===== src/rtl/mc_ctrl.sv =====
// mc_ctrl: multi-cycle MIPS-subset control FSM.
// State register plus Moore output decode; strobes gated by reset.
module mc_ctrl (
    input  logic       clk,
    input  logic       rst,
    input  logic [5:0] opcode,
    input  logic [5:0] funct,
    input  logic       zero,
    input  logic       OV,
    output logic       PCWr,
    output logic       IRWr,
    output logic       MemWr,
    output logic       RFWr,
    output logic       IorD,
    output logic       ALUSrcA,
    output logic [1:0] ALUSrcB,
    output logic       ExtOp,
    output logic [2:0] ALUOp,
    output logic [1:0] PCSrc,
    output logic       RegDst,
    output logic       WDSel,
    output logic [3:0] state
);

    typedef enum logic [3:0] {
        S_FETCH = 4'd0,
        S_DCD   = 4'd1,
        S_MA    = 4'd2,
        S_MR    = 4'd3,
        S_MWB   = 4'd4,
        S_MW    = 4'd5,
        S_EXE   = 4'd6,
        S_RWB   = 4'd7,
        S_BR    = 4'd8,
        S_JMP   = 4'd9,
        S_IEXE  = 4'd10,
        S_IWB   = 4'd11
    } state_t;

    localparam logic [5:0] OP_RTYPE = 6'b000000;
    localparam logic [5:0] OP_LW    = 6'b100011;
    localparam logic [5:0] OP_SW    = 6'b101011;
    localparam logic [5:0] OP_BEQ   = 6'b000100;
    localparam logic [5:0] OP_J     = 6'b000010;
    localparam logic [5:0] OP_ADDI  = 6'b001000;
    localparam logic [5:0] OP_ORI   = 6'b001101;

    state_t cur;
    logic   ov_flag;
    logic   rtype_ok;
    logic   pc_wr_raw;
    logic   ir_wr_raw;
    logic   mem_wr_raw;
    logic   rf_wr_raw;

    assign state = cur;

    always_comb begin
        rtype_ok = 1'b0;
        if (opcode == OP_RTYPE) begin
            case (funct)
                6'b100001, 6'b100011, 6'b100101,
                6'b100100, 6'b101010: rtype_ok = 1'b1;
                default:              rtype_ok = 1'b0;
            endcase
        end
    end

    always_ff @(posedge clk or posedge rst) begin
        if (rst) begin
            cur     <= S_FETCH;
            ov_flag <= 1'b0;
        end else begin
            case (cur)
                S_FETCH: cur <= S_DCD;
                S_DCD: begin
                    if (opcode == OP_LW || opcode == OP_SW)
                        cur <= S_MA;
                    else if (rtype_ok)
                        cur <= S_EXE;
                    else if (opcode == OP_BEQ)
                        cur <= S_BR;
                    else if (opcode == OP_J)
                        cur <= S_JMP;
                    else if (opcode == OP_ADDI || opcode == OP_ORI)
                        cur <= S_IEXE;
                    else
                        cur <= S_FETCH;
                end
                S_MA:  cur <= (opcode == OP_LW) ? S_MR : S_MW;
                S_MR:  cur <= S_MWB;
                S_EXE: cur <= S_RWB;
                S_IEXE: begin
                    cur     <= S_IWB;
                    ov_flag <= (opcode == OP_ADDI) & OV;
                end
                default: cur <= S_FETCH;
            endcase
        end
    end

    always_comb begin
        pc_wr_raw  = 1'b0;
        ir_wr_raw  = 1'b0;
        mem_wr_raw = 1'b0;
        rf_wr_raw  = 1'b0;
        IorD       = 1'b0;
        ALUSrcA    = 1'b0;
        ALUSrcB    = 2'b00;
        ExtOp      = 1'b0;
        ALUOp      = 3'b000;
        PCSrc      = 2'b00;
        RegDst     = 1'b0;
        WDSel      = 1'b0;
        case (cur)
            S_FETCH: begin
                ir_wr_raw = 1'b1;
                pc_wr_raw = 1'b1;
                ALUSrcB   = 2'b01;
            end
            S_DCD: begin
                ALUSrcB = 2'b11;
                ExtOp   = 1'b1;
            end
            S_MA: begin
                ALUSrcA = 1'b1;
                ALUSrcB = 2'b10;
                ExtOp   = 1'b1;
            end
            S_MR: IorD = 1'b1;
            S_MWB: begin
                rf_wr_raw = 1'b1;
                WDSel     = 1'b1;
            end
            S_MW: begin
                IorD       = 1'b1;
                mem_wr_raw = 1'b1;
            end
            S_EXE: begin
                ALUSrcA = 1'b1;
                case (funct)
                    6'b100011: ALUOp = 3'b001;
                    6'b100101: ALUOp = 3'b010;
                    6'b100100: ALUOp = 3'b011;
                    6'b101010: ALUOp = 3'b100;
                    default:   ALUOp = 3'b000;
                endcase
            end
            S_RWB: begin
                rf_wr_raw = 1'b1;
                RegDst    = 1'b1;
            end
            S_BR: begin
                ALUSrcA   = 1'b1;
                ALUOp     = 3'b001;
                PCSrc     = 2'b01;
                pc_wr_raw = zero;
            end
            S_JMP: begin
                PCSrc     = 2'b10;
                pc_wr_raw = 1'b1;
            end
            S_IEXE: begin
                ALUSrcA = 1'b1;
                ALUSrcB = 2'b10;
                if (opcode == OP_ORI) begin
                    ALUOp = 3'b010;
                end else begin
                    ExtOp = 1'b1;
                end
            end
            S_IWB: rf_wr_raw = ~ov_flag;
            default: ;
        endcase
    end

    assign PCWr  = pc_wr_raw  & ~rst;
    assign IRWr  = ir_wr_raw  & ~rst;
    assign MemWr = mem_wr_raw & ~rst;
    assign RFWr  = rf_wr_raw  & ~rst;

endmodule


===== config.mk =====
export PLATFORM = sky130hd
export DESIGN_NAME = mc_ctrl
export DESIGN_NICKNAME = d
export VERILOG_FILES = /design/src/rtl/mc_ctrl.sv
export SDC_FILE = /design/constraint.sdc
export NUM_CORES = 1
export LEC_CHECK = 0
export BUFFER_PORTS_ARGS = -buffer_cell sky130_fd_sc_hd__buf_2
export CORE_MARGIN = 1.5
export CORE_UTILIZATION = 39
export CTS_CLUSTER_SIZE = 30
export DETAILED_ROUTE_END_ITERATION = 7
export HOLD_SLACK_MARGIN = 0.08
export MAX_ROUTING_LAYER = met4
export PLACE_DENSITY = 0.75
export SKIP_CTS_REPAIR_TIMING = 1
export SYNTH_ARGS = -nofsm -noshare
export SYNTH_HDL_FRONTEND = slang
export SYNTH_SLANG_ARGS = --single-unit

===== constraint.sdc =====
create_clock -name clk -period 1.8 [get_ports clk]
set_clock_uncertainty 0.05 [all_clocks]
set_input_delay 0.54 -clock clk [delete_from_list [all_inputs] [get_ports clk]]
set_output_delay 0.54 -clock clk [all_outputs]
set_load 0.05 [all_outputs]

==> flow_results.xml, run 1 <==
<?xml version="1.0" encoding="UTF-8"?>
<metrics>
  <group name="synth">
    <metric name="dominant_combinational_cell_family_by_area_after_synthesis" unit="">simple AND/OR/NAND/NOR gates</metric>
    <metric name="yosys.area.top_type" unit="">dfrtp_1</metric>
    <metric name="post_synth_instance_area" unit="um2">648</metric>
    <metric name="synth.area.top_cells" unit="">dfrtp_1, nor2_1, nand2b_1</metric>
    <metric name="adder_cell_share_of_the_synthesized_area" unit="%">1.54</metric>
    <metric name="synth_flop_cell" unit="">dfrtp_1</metric>
    <metric name="ys_seq_elements" unit="">5</metric>
    <metric name="yosys.area_share.xor_xnor" unit="%">2.70</metric>
    <metric name="synth-async-reset-ratio" unit="%">100</metric>
    <metric name="synth-seq-area-share" unit="%">19.3</metric>
    <metric name="multiplexer_area_fraction_after_synthesis" unit="%">0</metric>
    <metric name="number_of_cells_produced_by_synthesis" unit="">98</metric>
    <metric name="synth.lib_cells_used.distinct" unit="">36</metric>
    <metric name="postSynthNetCount" unit="">114</metric>
    <metric name="post_synth_and_or_nand_nor_area_fraction" unit="%">49.2</metric>
    <metric name="synth_compound_area_share" unit="%">21.2</metric>
    <metric name="ys.warnings.count" unit="">0</metric>
    <metric name="synth_area_per_cell" unit="um2">6.61</metric>
    <metric name="synth_top_area_share" unit="%">19.3</metric>
    <metric name="synth_edf_count" unit="">0</metric>
  </group>
  <group name="floorplanning">
    <metric name="die-width" unit="um">43.8</metric>
    <metric name="top_level_pins" unit="">36</metric>
    <metric name="initial_core_util" unit="%">42.5</metric>
    <metric name="die_y" unit="um">43.8</metric>
    <metric name="floorplan.rows" unit="">14</metric>
  </group>
  <group name="place">
    <metric name="routabilityCongestion" unit="">0.832</metric>
    <metric name="port_buffers" unit="">35</metric>
    <metric name="hpwlAfterDp" unit="um">2000</metric>
    <metric name="placed_area" unit="um2">1240</metric>
  </group>
  <group name="clock_tree">
    <metric name="cts_max_level" unit="">1</metric>
    <metric name="clock_buffers_created_by_tritoncts" unit="">3</metric>
    <metric name="cts_max_path_buffers" unit="">2</metric>
    <metric name="cts-root-buf" unit="">clkbuf_4</metric>
    <metric name="clkSinkCount" unit="">5</metric>
  </group>
  <group name="run_status">
    <metric name="failing_step" unit="">5_1_grt</metric>
    <metric name="error_line" unit="">[ERROR DPL-0038] Utilization greater than 100%, impossible to legalize</metric>
    <metric name="result_of_the_run" unit="">did not finish</metric>
  </group>
  <group name="grt">
    <metric name="pin_count_of_the_biggest_net_entering_global_routing" unit="">8</metric>
  </group>
  <group name="sta">
    <metric name="worst-ep-kind" unit="">output port</metric>
    <metric name="grt_worst_setup_endpoint" unit="">PCWr</metric>
  </group>
</metrics>
[stage by stage]
step | setup WS, ps | util [%] | instances | TNS [ps] | hold slack, ps
2_1_floorplan | -456 | - | 98 | -3000 | 268
3_3_place_gp | -427 | 81.7 | 178 | -2230 | 464
3_5_place_dp | -511 | 81.7 | 178 | -2550 | 489
4_1_cts | -520 | 83.4 | 182 | -5330 | 317
[cell families after synthesis]
| logic type | count (synthesis) |
|---|---|
| simple gates | 59 |
| compound gates | 22 |
| buf+inv | 9 |
| flops | 5 |
| xor+xnor | 2 |
| fa+ha+maj | 1 |
[cells in the mapped netlist, types with 2 or more instances]
cell / instances
nor2_1: 17
nand3_1: 2
a31oi_1: 2
a21oi_1: 8
dfrtp_1: 5
nor4_1: 3
nand3b_1: 2
o21ai_0: 3
nor2b_1: 2
buf_2: 4
clkbuf_1: 3
nor3_1: 6
o22ai_1: 2
nand2_1: 8
nand2b_1: 10
==> run 2: changes to the inputs <==
==> config.mk (replaced) <==
export PLATFORM = sky130hd
export DESIGN_NAME = mc_ctrl
export DESIGN_NICKNAME = d
export VERILOG_FILES = /design/src/rtl/mc_ctrl.sv
export SDC_FILE = /design/constraint.sdc
export NUM_CORES = 1
export LEC_CHECK = 0
export BUFFER_PORTS_ARGS = -buffer_cell sky130_fd_sc_hd__buf_2
export CORE_AREA = 2 2 63 65
export DETAILED_ROUTE_END_ITERATION = 7
export DIE_AREA = 0 0 65 67
export PLACE_DENSITY_LB_ADDON = 0.15
export SKIP_CTS_REPAIR_TIMING = 1
export SYNTH_ARGS = -nofsm -noshare
export SYNTH_HDL_FRONTEND = slang
export SYNTH_SLANG_ARGS = --single-unit
==> constraint.sdc (replaced) <==
create_clock -name clk -period 2.34 [get_ports clk]
set_clock_uncertainty 0.05 [all_clocks]
set_input_delay 0.702 -clock clk [delete_from_list [all_inputs] [get_ports clk]]
set_output_delay 0.702 -clock clk [all_outputs]
set_load 0.05 [all_outputs]
==> run 2 against run 1 <==
Net effect: the flow now finishes, with violations (setup timing); synthesized cell count did not move; area after synthesis stayed put.
==> flow_results.xml, run 2 <==
<?xml version="1.0" encoding="UTF-8"?>
<metrics>
  <group name="synth">
    <metric name="ys.warnings.count" unit="">0</metric>
    <metric name="synth.lib_cells_used.distinct" unit="">36</metric>
    <metric name="number_of_cells_produced_by_synthesis" unit="">98</metric>
    <metric name="synth_top_area_share" unit="%">19.3</metric>
    <metric name="synth_edf_count" unit="">0</metric>
    <metric name="synth_flop_cell" unit="">dfrtp_1</metric>
    <metric name="synthMostInstantiatedCell" unit="">nor2_1</metric>
    <metric name="most_used_standard_cells_in_the_synthesized_netlist" unit="">nor2_1, nand2b_1, a21oi_1, nand2_1, nor3_1</metric>
    <metric name="synth-seq-area-share" unit="%">19.3</metric>
    <metric name="synth-async-reset-ratio" unit="%">100</metric>
    <metric name="synth_area_per_cell" unit="um2">6.61</metric>
    <metric name="synth.area.top_cells" unit="">dfrtp_1, nor2_1, nand2b_1</metric>
    <metric name="yosys.area.top_type" unit="">dfrtp_1</metric>
    <metric name="postSynthNetCount" unit="">114</metric>
    <metric name="ys_seq_elements" unit="">5</metric>
    <metric name="post_synth_instance_area" unit="um2">648</metric>
  </group>
  <group name="run_status">
    <metric name="result_of_the_run" unit="">finished, violations left</metric>
    <metric name="failed_checks" unit="">setup timing</metric>
  </group>
  <group name="floorplanning">
    <metric name="initial_core_util" unit="%">18.0</metric>
    <metric name="die_y" unit="um">67</metric>
    <metric name="floorplan.die_area" unit="um2">4360</metric>
    <metric name="top_level_pins" unit="">36</metric>
    <metric name="core-area" unit="um2">3610</metric>
    <metric name="die-width" unit="um">65</metric>
    <metric name="floorplan.rows" unit="">22</metric>
  </group>
  <group name="layout">
    <metric name="final_common_cell" unit="">buf_4</metric>
    <metric name="area.growth.synth_to_final" unit="%">111</metric>
    <metric name="most-common-layout-cells" unit="">buf_4, buf_2, nor2_1, nand2_1, buf_6</metric>
    <metric name="layout.nets" unit="">176</metric>
    <metric name="largest_reg_flops" unit="">4</metric>
    <metric name="multi_input_area" unit="um2">657</metric>
    <metric name="antenna-diode-count" unit="">0</metric>
    <metric name="post_route_cells_drive_above_1_share" unit="%">64.8</metric>
    <metric name="final_util" unit="%">38.0</metric>
    <metric name="fill_cells" unit="">396</metric>
    <metric name="register_area" unit="um2">130</metric>
  </group>
  <group name="sta">
    <metric name="final_min_period_over_clock_period" unit="%">102</metric>
    <metric name="report.final.slew_viol_count" unit="">0</metric>
    <metric name="setup_ws" unit="ps">-57.1</metric>
    <metric name="max-slew-margin-rel" unit="%">74.0</metric>
    <metric name="slew_at_the_pin_closest_to_its_max_slew_limit" unit="ps">387</metric>
    <metric name="setup_repair_after_global_routing_missed_its_margin" unit="">yes</metric>
    <metric name="total_negative_slack_for_setup_checks" unit="ps">-104</metric>
    <metric name="hold_viol_final" unit="">0</metric>
    <metric name="setup-violations-final" unit="">3</metric>
    <metric name="timing.final.crit_period" unit="ps">2400</metric>
    <metric name="fmax" unit="GHz">0.417</metric>
  </group>
  <group name="grt">
    <metric name="initial_antenna_violation_count" unit="">0</metric>
    <metric name="via_count_of_the_first_global_routing_pass" unit="">859</metric>
    <metric name="grt_pass1_wl" unit="um">3840</metric>
    <metric name="grt_overflow" unit="">0</metric>
    <metric name="grtUsageTotal" unit="%">11.3</metric>
    <metric name="pin_count_of_the_biggest_net_entering_global_routing" unit="">12</metric>
  </group>
  <group name="detailed_routing">
    <metric name="viasPerCell" unit="">4.57</metric>
    <metric name="routed_wl" unit="um">2500</metric>
    <metric name="total_vias_in_the_final_route" unit="">947</metric>
    <metric name="wl_per_cell" unit="um">12.1</metric>
    <metric name="dr_drc_count" unit="">0</metric>
    <metric name="drt.antenna.violating_nets" unit="">0</metric>
    <metric name="initialDrtViolationCount" unit="">39</metric>
    <metric name="drt_first_pass_iters" unit="">4</metric>
  </group>
  <group name="min_path">
    <metric name="hp-class" unit="">input pin to async pin</metric>
  </group>
  <group name="place">
    <metric name="port_buffers" unit="">35</metric>
    <metric name="dp_worst_setup_slack" unit="ps">-341</metric>
    <metric name="hpwlAfterDp" unit="um">1950</metric>
    <metric name="routabilityCongestion" unit="">0.771</metric>
  </group>
  <group name="clock_tree">
    <metric name="clkSinkCount" unit="">5</metric>
    <metric name="cts_tree" unit="">built</metric>
    <metric name="cts_max_level" unit="">1</metric>
    <metric name="path_clk_slew" unit="ps">30</metric>
    <metric name="cts-root-buf" unit="">clkbuf_8</metric>
    <metric name="clock_buffers_created_by_tritoncts" unit="">3</metric>
    <metric name="clk-insertion-delay-late" unit="ps">220</metric>
    <metric name="cts_max_path_buffers" unit="">2</metric>
  </group>
  <group name="worst_setup_path">
    <metric name="critical_path_peak_fanout" unit="">2</metric>
    <metric name="r2r-start" unit="">state[2]$_DFF_PP0_</metric>
    <metric name="crit_arrival" unit="ps">1650</metric>
    <metric name="crit_path_start_kind" unit="">input pin</metric>
    <metric name="setup.reg_to_reg.worst_slack" unit="ps">860</metric>
    <metric name="regToRegEndpoint" unit="">state[1]$_DFF_PP0_</metric>
    <metric name="setup.worst_path.end_class" unit="">primary output</metric>
    <metric name="reg2reg_depth" unit="">5</metric>
    <metric name="crit_type" unit="">input pin to primary output</metric>
    <metric name="timing.critical_path.required" unit="ps">1590</metric>
  </group>
  <group name="power_and_ir_drop">
    <metric name="p_leak" unit="nW">0.608</metric>
    <metric name="vdd.ir_drop.worst" unit="V">0.000175</metric>
    <metric name="comb_power_share" unit="%">68.6</metric>
    <metric name="seqPwrFrac" unit="%">14.0</metric>
    <metric name="p_clk_share" unit="%">17.4</metric>
    <metric name="power.density_cell_area" unit="nW/um2">669</metric>
    <metric name="sw_share" unit="%">48.7</metric>
    <metric name="cellInternalPower" unit="mW">0.470</metric>
    <metric name="switchingPower" unit="mW">0.446</metric>
  </group>
  <group name="flow_run">
    <metric name="cap_violations" unit="">0</metric>
  </group>
</metrics>
run 2: cell counts after synthesis:
No cell type changed its count.
run 2: metal layers:
metal  global-route usage [%]  vias to the layer above  part of all wire, %
li1                         -                      474                    -
met3                     1.35                        2                  4.5
met4                     5.59                        0                 0.88
met1                     15.0                      444                   45
met5                        0                        -                    0
met2                     18.0                       27                   50
run 2: how the worst max path moves through the flow:
stage                  startpoint       end  slack (ps)
2_1_floorplan  state[3]$_DFF_PP0_  ALUOp[2]        -140
5_1_grt                 opcode[4]  ALUOp[1]        -130
3_3_place_gp            opcode[1]  ALUOp[1]        -290
4_1_cts                 opcode[1]  ALUOp[1]        -350
6_report                 funct[0]  ALUOp[2]         -60
3_5_place_dp            opcode[1]  ALUOp[1]        -340
run 2: stage by stage:
| step | instances | power [mW] | cell area (um2) | hold slack (ps) |
|---|---|---|---|---|
| floorplan | 98 | 0.501 | 772 | 428 |
| global placement | 199 | 0.667 | 1140 | 462 |
| detailed placement | 199 | 0.667 | 1140 | 473 |
| CTS | 203 | 0.833 | 1190 | 482 |
| global route | 207 | 0.969 | 1370 | 497 |
| finish | 207 | 0.917 | 1370 | 479 |
run 2: final cells by class:
type                            count  area share, %
Multi-Input combinational cell     84           47.9
Timing Repair Buffer               64           34.3
Inverter                            2          0.548
Tap cell                           48           4.38
Sequential cell                     5           9.50
Clock buffer                        4           3.29
run 2: power by group through the flow:
stage	combinational, mW	clock (mW)	sequential (mW)
2_1_floorplan	0.345	0	0.156
3_3_place_gp	0.526	0	0.141
3_5_place_dp	0.528	0	0.139
4_1_cts	0.529	0.165	0.139
5_1_grt	0.669	0.170	0.130
6_report	0.629	0.160	0.128
run 2: cells by family (layout without fill, tap and decap cells):
logic type                 after synthesis  count (layout)  share of synthesized area, %
AOI/OAI and AO/OA                       22              22                          21.2
xor gates and xnor gates                 2               2                          2.70
adders and majority gates                1               1                          1.54
buffers and inverters                    9              70                          5.98
DFF                                      5               5                          19.3
and+or+nand+nor                         59              59                          49.2
run 2: critical path, cell delays in order:
cell and delay (ps):
buf_6 90, nand3b_1 160, or3_4 390, nor3_4 120, buf_6 180
No activity file was read; power rests on OpenSTA's default activity.
==> run 3: changes to the inputs <==
--- a/config.mk
+++ b/config.mk
@@ -5,10 +5,12 @@
 export SDC_FILE = /design/constraint.sdc
 export NUM_CORES = 1
 export LEC_CHECK = 0
-export BUFFER_PORTS_ARGS = -buffer_cell sky130_fd_sc_hd__buf_2
+export CELL_PAD_IN_SITES_DETAIL_PLACEMENT = 1
+export CELL_PAD_IN_SITES_GLOBAL_PLACEMENT = 1
 export CORE_AREA = 2 2 63 65
 export DETAILED_ROUTE_END_ITERATION = 7
 export DIE_AREA = 0 0 65 67
+export DONT_BUFFER_PORTS = 1
 export PLACE_DENSITY_LB_ADDON = 0.15
 export SKIP_CTS_REPAIR_TIMING = 1
 export SYNTH_ARGS = -nofsm -noshare
==> constraint.sdc (replaced) <==
create_clock -name clk -period 2.34 [get_ports clk]
set_clock_uncertainty 0.05 [all_clocks]
set_input_delay 0 -clock clk [delete_from_list [all_inputs] [get_ports clk]]
set_output_delay 0 -clock clk [all_outputs]
set_load 0.05 [all_outputs]
==> run 3 against run 2 <==
Net effect: the run ends with hold timing left; register-to-register slack worse by 390 ps; wire length is 2.5% lower; via count down 14%; final cell count decreased by 19%; sequential share of layout area up 3.8 points; final area shrank 31%; clock power hardly changed; non-clock buffer count fell by 39; total power shrank 21%; clock-buffer cell count unchanged; critical path type is now flip-flop to flip-flop; critical endpoint is now state[0]$_DFF_PP0_; largest cell class unchanged; largest power group unchanged; highest routed layer is now met3.
==> flow_results.xml, run 3 (same netlist as run 2, synthesis figures left out) <==
<?xml version="1.0" encoding="UTF-8"?>
<metrics>
  <group name="run_status">
    <metric name="result_of_the_run" unit="">finished, violations left</metric>
    <metric name="failed_checks" unit="">hold timing</metric>
  </group>
  <group name="clock_tree">
    <metric name="cts_tree" unit="">built</metric>
    <metric name="cts_max_path_buffers" unit="">2</metric>
    <metric name="clkSinkCount" unit="">5</metric>
    <metric name="cts-root-buf" unit="">clkbuf_8</metric>
    <metric name="path_clk_slew" unit="ps">40</metric>
    <metric name="clk-insertion-delay-late" unit="ps">220</metric>
    <metric name="clock_buffers_created_by_tritoncts" unit="">3</metric>
    <metric name="cts_max_level" unit="">1</metric>
  </group>
  <group name="detailed_routing">
    <metric name="viasPerCell" unit="">4.83</metric>
    <metric name="drt.antenna.violating_nets" unit="">0</metric>
    <metric name="dr_drc_count" unit="">0</metric>
    <metric name="routed_wl" unit="um">2440</metric>
    <metric name="initialDrtViolationCount" unit="">18</metric>
    <metric name="drt_first_pass_iters" unit="">3</metric>
    <metric name="wl_per_cell" unit="um">14.5</metric>
    <metric name="total_vias_in_the_final_route" unit="">811</metric>
  </group>
  <group name="worst_setup_path">
    <metric name="setup.reg_to_reg.worst_slack" unit="ps">470</metric>
    <metric name="cp.buffers_inverters" unit="">1</metric>
    <metric name="setup.worst_path.end_class" unit="">flip-flop</metric>
    <metric name="critical_path_peak_fanout" unit="">11</metric>
    <metric name="reg2reg_depth" unit="">5</metric>
    <metric name="cp_slowest_cell" unit="">dlygate4sd3_1</metric>
    <metric name="crit_path_cell_trace" unit="">or2_1, nor2_1, nand3_1, dlygate4sd3_1, o21ai_1</metric>
    <metric name="timing.critical_path.slowest_cell_delay" unit="ps">550</metric>
    <metric name="crit_arrival" unit="ps">1960</metric>
    <metric name="r2r-start" unit="">state[3]$_DFF_PP0_</metric>
    <metric name="cpLargestDelayFamily" unit="">simple AND/OR/NAND/NOR gates</metric>
    <metric name="crit_type" unit="">flip-flop to flip-flop</metric>
    <metric name="regToRegEndpoint" unit="">state[0]$_DFF_PP0_</metric>
    <metric name="crit_path_start_kind" unit="">flip-flop</metric>
    <metric name="timing.critical_path.required" unit="ps">2430</metric>
  </group>
  <group name="sta">
    <metric name="setup_repair_after_global_routing_missed_its_margin" unit="">no</metric>
    <metric name="timing.final.crit_period" unit="ps">1870</metric>
    <metric name="slew_at_the_pin_closest_to_its_max_slew_limit" unit="ps">541</metric>
    <metric name="hold_viol_final" unit="">1</metric>
    <metric name="setup_ws" unit="ps">466</metric>
    <metric name="final_min_period_over_clock_period" unit="%">80.1</metric>
    <metric name="max-slew-margin-rel" unit="%">63.6</metric>
    <metric name="report.final.slew_viol_count" unit="">0</metric>
    <metric name="fmax" unit="GHz">0.534</metric>
    <metric name="total_negative_slack_for_setup_checks" unit="ps">0</metric>
    <metric name="setup-violations-final" unit="">0</metric>
    <metric name="fin_hold_ws" unit="ps">-4.75</metric>
  </group>
  <group name="grt">
    <metric name="initial_antenna_violation_count" unit="">0</metric>
    <metric name="grt.met2_usage" unit="%">21.0</metric>
    <metric name="globalRouteMet3Util" unit="%">2.53</metric>
    <metric name="globalRouteMet1Util" unit="%">14.7</metric>
    <metric name="grt-busiest-layer" unit="">met2</metric>
    <metric name="grtUsageTotal" unit="%">11.7</metric>
    <metric name="via_count_of_the_first_global_routing_pass" unit="">875</metric>
    <metric name="pin_count_of_the_biggest_net_entering_global_routing" unit="">12</metric>
    <metric name="grt_pass1_wl" unit="um">4060</metric>
    <metric name="grt_overflow" unit="">0</metric>
  </group>
  <group name="power_and_ir_drop">
    <metric name="vdd.ir_drop.worst" unit="V">0.000182</metric>
    <metric name="power.density_cell_area" unit="nW/um2">772</metric>
    <metric name="p_leak" unit="nW">0.377</metric>
  </group>
  <group name="floorplanning">
    <metric name="initial_core_util" unit="%">18.0</metric>
    <metric name="floorplan.die_area" unit="um2">4360</metric>
    <metric name="die_y" unit="um">67</metric>
    <metric name="floorplan.rows" unit="">22</metric>
    <metric name="core-area" unit="um2">3610</metric>
    <metric name="top_level_pins" unit="">36</metric>
    <metric name="die-width" unit="um">65</metric>
  </group>
  <group name="min_path">
    <metric name="hp-class" unit="">input pin to flip-flop</metric>
    <metric name="hold_depth" unit="">2</metric>
    <metric name="hold_end" unit="">state[1]$_DFF_PP0_</metric>
    <metric name="min-delay-start" unit="">opcode[4]</metric>
  </group>
  <group name="layout">
    <metric name="final_common_cell" unit="">buf_4</metric>
    <metric name="area.growth.synth_to_final" unit="%">45.2</metric>
    <metric name="multi_input_area" unit="um2">500</metric>
    <metric name="fill_cells" unit="">460</metric>
    <metric name="final_util" unit="%">26.1</metric>
    <metric name="register_area" unit="um2">125</metric>
    <metric name="antenna-diode-count" unit="">0</metric>
    <metric name="post_route_cells_drive_above_1_share" unit="%">22.5</metric>
    <metric name="layout.nets" unit="">137</metric>
    <metric name="largest_reg_flops" unit="">4</metric>
    <metric name="fin_area" unit="um2">941</metric>
    <metric name="most-common-layout-cells" unit="">buf_4, nor2_1, nand2b_1</metric>
    <metric name="final_cells" unit="">168</metric>
  </group>
  <group name="place">
    <metric name="routabilityCongestion" unit="">0.699</metric>
    <metric name="hpwlAfterDp" unit="um">2000</metric>
    <metric name="placed_cells" unit="">158</metric>
    <metric name="placed_area" unit="um2">836</metric>
    <metric name="port_buffers" unit="">0</metric>
    <metric name="dp_worst_setup_slack" unit="ps">744</metric>
  </group>
  <group name="flow_run">
    <metric name="cap_violations" unit="">0</metric>
  </group>
</metrics>
==> run 3: cell count changes in the layout (fill, tap and decap cells not counted), sizes merged <==
| cell | previous run | this run |
|---|---|---|
| buf | 63 | 19 |
| clkbuf | 5 | 4 |
| dlygate4sd3 | 0 | 6 |
==> run 3: layer usage <==
metal	vias up	share of wire, %
met5	-	0
met4	0	0
met1	390	44
met3	0	6.7
li1	394	-
met2	27	49
==> run 3: where the power goes <==
part,internal (mW),switching (mW),total (mW)
clock network,0.117,0.0404,0.157
registers,0.100,0.0309,0.131
logic,0.132,0.307,0.438
==> run 3: per-stage QoR <==
stage	total power, mW	hold slack [ps]
after floorplan	0.451	-271
after global placement	0.568	-245
after detailed placement	0.570	-248
after CTS	0.730	-473
after global routing	0.779	29.1
final	0.726	-4.75
==> run 3: area by class of cell <==
class	instances	area share [%]
clock buffers	4	4.79
inverters	2	0.798
flip-flops and latches	5	13.3
multi-input cells	84	53.2
repair buffers	25	21.5
well taps	48	6.38
==> run 3: worst register-to-register path, cell delays in order, from the launching register on <==
cell and delay (ps):
dfrtp_1 470, or2_1 370, nor2_1 180, nand3_1 90, dlygate4sd3_1 550, o21ai_1 80
==> run 3: worst max path at each step <==
stage	from	endpoint	slack, ps	cells past startpoint
floorplan	state[3]$_DFF_PP0_	PCSrc[0]	130	4
global placement	state[3]$_DFF_PP0_	ALUOp[2]	730	4
detailed placement	state[1]$_DFF_PP0_	PCWr	740	4
CTS	state[1]$_DFF_PP0_	PCWr	510	4
global route	state[3]$_DFF_PP0_	ALUOp[1]	320	5
finish	state[3]$_DFF_PP0_	state[0]$_DFF_PP0_	470	5
